==> src/rtl/sd_param.sv <==
// sd_param: parametrised serial sequence detector.
//
// Samples one serial bit per enabled clock and compares the last N accepted
// bits against PATTERN (MSB = first bit received). A match pulses y for one
// cycle. Matches may overlap (OVERLAP=1) or may not share bits (OVERLAP=0).
//
// Build option: define SD_MATCH_CNT_EN to build the saturating match counter.
// Without it match_cnt is tied to zero and no counter logic exists; the port
// list is the same in both builds.
//
// Ports:
//   clk       in   rising-edge clock
//   rst       in   asynchronous active-high reset
//   x         in   serial data bit
//   en        in   sample enable; x is consumed only when en=1
//   clr       in   synchronous clear of history, y and counter (wins over en)
//   y         out  registered one-cycle detect pulse
//   match_cnt out  saturating count of detections (CNT_W bits)
module sd_param #(
  parameter int unsigned     N       = 4,
  parameter logic [N-1:0]    PATTERN = {{(N-1){1'b0}}, 1'b1},
  parameter int unsigned     OVERLAP = 1,
  parameter int unsigned     CNT_W   = 8
) (
  input  logic             clk,
  input  logic             rst,
  input  logic             x,
  input  logic             en,
  input  logic             clr,
  output logic             y,
  output logic [CNT_W-1:0] match_cnt
);

  localparam int unsigned  FW       = $clog2(N);
  localparam logic [FW-1:0] FILL_MAX = FW'(N - 1);

  logic [N-2:0]  r_hist;
  logic [N-2:0]  w_hist_d;
  logic [FW-1:0] r_fill;
  logic [FW-1:0] w_fill_d;
  logic          r_y;
  logic          w_y_d;
  logic [N-1:0]  w_window;
  logic          w_match;

  // Newest bit lands in the LSB so the window reads oldest-first from the MSB.
  assign w_window = {r_hist, x};

  // fill guards against history bits that were zero-filled by reset or clear.
  assign w_match = en && (r_fill == FILL_MAX) && (w_window == PATTERN);

  always_comb begin
    w_hist_d = r_hist;
    w_fill_d = r_fill;
    w_y_d    = 1'b0;
    if (clr) begin
      w_hist_d = '0;
      w_fill_d = '0;
    end else if (en) begin
      w_hist_d = w_window[N-2:0];
      if (w_match) begin
        w_y_d = 1'b1;
        // Non-overlapping: restart validity so no bit serves two matches.
        w_fill_d = (OVERLAP != 0) ? FILL_MAX : '0;
      end else if (r_fill != FILL_MAX) begin
        w_fill_d = r_fill + 1'b1;
      end
    end
  end

  always_ff @(posedge clk or posedge rst) begin
    if (rst) begin
      r_hist <= '0;
      r_fill <= '0;
      r_y    <= 1'b0;
    end else begin
      r_hist <= w_hist_d;
      r_fill <= w_fill_d;
      r_y    <= w_y_d;
    end
  end

  assign y = r_y;

`ifdef SD_MATCH_CNT_EN
  localparam logic [CNT_W-1:0] CNT_MAX = {CNT_W{1'b1}};

  logic [CNT_W-1:0] r_cnt;
  logic [CNT_W-1:0] w_cnt_d;

  always_comb begin
    w_cnt_d = r_cnt;
    if (clr) begin
      w_cnt_d = '0;
    end else if (w_match && (r_cnt != CNT_MAX)) begin
      w_cnt_d = r_cnt + 1'b1;
    end
  end

  always_ff @(posedge clk or posedge rst) begin
    if (rst) begin
      r_cnt <= '0;
    end else begin
      r_cnt <= w_cnt_d;
    end
  end

  assign match_cnt = r_cnt;
`else
  assign match_cnt = '0;
`endif

endmodule
==> config.mk <==
export PLATFORM = sky130hd
export DESIGN_NAME = sd_param
export DESIGN_NICKNAME = d
export VERILOG_FILES = /design/src/rtl/sd_param.sv
export SDC_FILE = /design/constraint.sdc
export NUM_CORES = 1
export LEC_CHECK = 0
export ABC_AREA = 0
export CAP_MARGIN = 10
export CORE_UTILIZATION = 25
export DETAILED_ROUTE_END_ITERATION = 6
export GPL_TIMING_DRIVEN = 0
export PLACE_DENSITY = 0.54
export SYNTH_ARGS = -nofsm -noshare
export SYNTH_HDL_FRONTEND = slang
export SYNTH_SLANG_ARGS = --single-unit
==> constraint.sdc <==
create_clock -name clk -period 1.1 [get_ports clk]
set_input_delay 0.33 -clock clk [delete_from_list [all_inputs] [get_ports clk]]
set_output_delay 0.33 -clock clk [all_outputs]
set_load 0.02 [all_outputs]
======== Word level (Yosys, flattened, before mapping) ========
Index checks and enable logic that the tools add are counted.
Widths: inputs -> output; s select.
word-level totals
  output and inout bits ................... 9
  input bits .............................. 5
  latch bits .............................. 0
  logic and storage cells ................. 21
  memories kept ........................... 0
  bits in read-only memories .............. 0
  memory bits (writable) .................. 0
  register bits after elaboration ......... 6
operators by class
  bitwise operators ....................... 0
  multipliers ............................. 0
  shifts and indexed selects .............. 0
  reduce and logical (&&, ||, !) cells .... 5
  order comparisons ....................... 0
  muxes and demuxes ....................... 9
  equality and inequality tests ........... 3
  add/subtract/negate cells ............... 1
  div/mod/pow operators ................... 0
operators by type and width
  operator             count
  $mux 2               4
  $mux 3               2
  $eq 4x1->1 const B   1
  $mux 1               3
  $reduce_bool 3->1    1
  $add 2x1->2 const B  1
  $eq 2x2->1 const B   1
  $logic_and 1x1->1    2
  $ne 2x2->1 const B   1
  $reduce_and 2->1     1
  $reduce_bool 2->1    1

======== Logic depth before layout (Yosys ltp) ========
  depth after elaboration ................. 6
  mapped depth ............................ 4
  depth with buffers taken out ............ 4

======== Worst setup path before layout ========
OpenSTA, ideal clock, no wires.
  path type ............................... register to register
  start ................................... register r_fill[0]
  end ..................................... register r_fill[0]
  arrival time ............................ 916 ps
  data required time ...................... 976 ps
  path buffers ............................ 0
  period minus slack after synthesis ...... 1040 ps
  setup slack ............................. 60 ps
  stages on the path, launching flop included .. 5
  library setup time ...................... 124 ps
  cells stage by stage .................... dfrtp_1 > ha_1 > nand2b_1 > mux2i_1 > nor3_1
on the way
  cells in the longest elaborated chain, start to end .. 6
  elaborated cells between the ends (all ways) .. 11
  classes of those cells .................. add/sub: 1; eq/ne: 2; mux: 4; reduce/logical: 4
ends and longest elaborated chain
  item                                                 line  RTL
  start: declaration                                   39    logic [FW-1:0] r_fill;
  start signal: assignment                             78    r_fill <= w_fill_d;
  branches (longest 6 deep; another with $add 2x1->2)  -
Parallel ways; which one is timed is not known. The select of a mux whose other input is x is not followed.
A chain may end at the register's enable or synchronous reset.

======== Worst setup path in the final report ========
  start ................................... register r_hist[1]
  end ..................................... register r_fill[1]
on the way
  cells in the longest elaborated chain, start to end .. 5
  elaborated cells between the ends (all ways) .. 7
  classes of those cells .................. eq/ne: 1; mux: 3; reduce/logical: 3
ends and longest elaborated chain
  item                      line  RTL
  start: declaration        37    logic [N-2:0] r_hist;
  start signal: assignment  77    r_hist <= w_hist_d;
  $eq 4x1->1 *              50    assign w_match = en && (r_fill == FILL_MAX) && (w_window == PATTERN);
  $logic_and 1x1->1 *       50
  $mux 2                    61    if (w_match) begin
  $mux 2                    59    end else if (en) begin
  $mux 2                    56    if (clr) begin
Every way passes the cells marked *; elsewhere a longest branch is shown, timed or not. The select of a mux whose other input is x is not followed.

==> metrics.txt <==
io pins=14; gr usage total=around 10%; non-filler cells, final=between 60 and 70; final setup TNS=-6.76 ps; Initial DRC Count=5; Longest Clk Path Bufs=2; DRC=0; first-pass GRT wire length=~980 µm; initial antenna violation count=0; peak supply drop=between 0.6 and 0.7 mV; failing checks=setup timing; Final setup viols=1; #FFs+latches synth=6; Pwr Total=between 0.5 and 0.6 mW; Post-DRT Antenna Nets=0; layout cells sized above 1=38.8%; WHS=slightly above 300 ps; largest cells by area after synthesis=dfrtp_1 42%, buf_4 17%, mux2i_1 11%; diode count=0; post-layout min period=1110 ps; Post-Syn Area=around 360 µm²; fmax=between 0.9 and 1 GHz; WS Path Type=reg2reg; die height=around 40 µm; cell taking the most area after synthesis=dfrtp_1; Root Buffer=clkbuf_4; CTS tree=done; vias per cell=~3.6; wire per inst=roughly 8.4 µm; I/O Buffers=4; Yosys cell types=14; Synth Instances=33; launching element type of the critical path=flop; Post-Synth Adder-Cell Area=3.48%; final wirelength=536 µm; share of the synthesized area in the top cell type=about two fifths; Area growth syn-to-layout=36.2%; run status=finished, violations left; Nets=57; CP endpoint kind=flop; post-synthesis compound-gate area fraction=1.74%; combinational family with the most area after synthesis=simple AND/OR/NAND/NOR gates; GRT overflow=0; Hold Crit Class=in2async; Core ar.=0.00132 mm²; vias=232; Worst R2R Setup Slack=-7 ps; die span in x=39.9 µm; Synth Warn #=0; CTS H-tree lvls=1; Critical Path AT=roughly 1300 ps; syn avg cell area=around 11 µm²; Pins Over Slew Limit=0; max_cap viols=0; RR Startpoint=r_hist[1]; clock slew at reported path FFs=~50 ps; mux cell area share after synthesis=11.1%; CTS Sinks=6; pwr dens=about 1100 mW/mm²; Hold Violations, Final=0; pre-CTS setup slack=-328 ps; Hold Buf Count CTS=0; crit share post-route=101%; largest net degree at the start of global routing=8; initial core utilization=between 20% and 30%; Post-Synth Simple-Gate Area=21.6%; Inst Count DP=between 50 and 60; Register-to-Register Path Depth=3; vias in the first global route=between 200 and 250; RSZ-0062 raised after global routing=true; Worst-Skew Late Latency=around 240 ps; Critical Path Fanout Max=3; Site Rows=13; Post-Synth XOR/XNOR Area=0%; Die Area=0.00159 mm²; slack of the critical path=-6.76 ps; Final GP Congestion=between 0.6 and 0.7; TritonRoute pass-1 iters=4; reg-to-reg critical path endpoint=r_fill[1]; final clock skew=between 8 and 9 ps; post-synthesis sequential area ratio=41.8%; Worst EP required=roughly 1300 ps; leakage=0.265 nW; CTS buffer count=3
critical path, cell delays in order (launching register included):
cell and delay, ps:
dfrtp_1 410, nor4b_4 350, nor3b_2 80, nor3_1 180
placed cells by master, fill, tap and decap left out, types with 2 or more instances in the layout:
cell type        Yosys  layout
clkbuf_4             0       3
dfrtp_1              6       6
nor3_1               2       2
clkdlybuf4s50_1      0       2
buf_4                8      10
mux2i_1              4       4
nor2_1               3       3
conb_1               1       8
worst max-delay path by stage:
stage / cells after the start / startpoint / to / slack, ps
after floorplan: 4 / r_fill[0] / r_fill[0] / 60
after global placement: 4 / x / r_fill[1] / -310
after detailed placement: 4 / x / r_fill[1] / -330
after CTS: 1 / y / y / 7
after global routing: 3 / r_hist[1] / r_fill[0] / -90
final: 3 / r_hist[1] / r_fill[1] / -7
report_power, final:
group          leakage, nW  internal [mW]  switching [mW]
logic                0.170         0.0570          0.0562
clock network       0.0138          0.123          0.0772
registers           0.0809          0.232          0.0100
cell type report:
class                   instances  area (µm²)
plain buffers                   9        65.1
fillers                       139         828
clock buffers                   3        22.5
multi-input cells              24         174
flip-flops and latches          6         150
well taps                      15        18.8
inverters                       1        3.75
repair buffers                  6        55.1
synthesized netlist by cell type:
master	count
nand2b_1	1
nor3_1	2
conb_1	1
buf_4	8
dfrtp_1	6
nor3b_1	2
nor2_1	3
mux2i_1	4
inv_1	1
ha_1	1
buf_2	1
o22ai_1	1
nor4b_4	1
and4b_2	1
stage by stage:
| stage | cell area [µm²] | util [%] |
|---|---|---|
| after detailed placement | 444 | 33.7 |
| after global routing | 489 | 37.1 |
| after floorplan | 385 | - |
| final | 489 | 37.1 |
| after global placement | 444 | 33.7 |
| after CTS | 475 | 36.1 |
metal layers:
| metal | global-route usage, % | wire length, µm | vias to the layer above |
|---|---|---|---|
| met2 | 14.5 | 256 | 4 |
| met3 | 6.82 | 34 | 0 |
| met4 | 7.76 | 0 | 0 |
| met5 | 0 | 0 | - |
| li1 | - | - | 130 |
| met1 | 10.2 | 245 | 98 |
registers in the layout, indices dropped and copies added (netlist names):
register  count
r_fill        2
y             1
r_hist        3
timing repair:
item / 4_1_cts / 5_1_grt
gates resized for setup: 7 / 2
hold endpoints to repair: 0 / 0
setup endpoints to repair: 4 / 4
pin swaps: 4 / 4
buffers inserted: 1 / 1
cells by family (layout without fill, tap and decap cells):
family | after synthesis | in the layout
simple gates | 10 | 10
mux | 4 | 4
other cells | 1 | 8
buf+inv | 10 | 19
compound gates | 1 | 1
fa+ha+maj | 1 | 1
flops | 6 | 6
(Power assumes the default switching activity.)
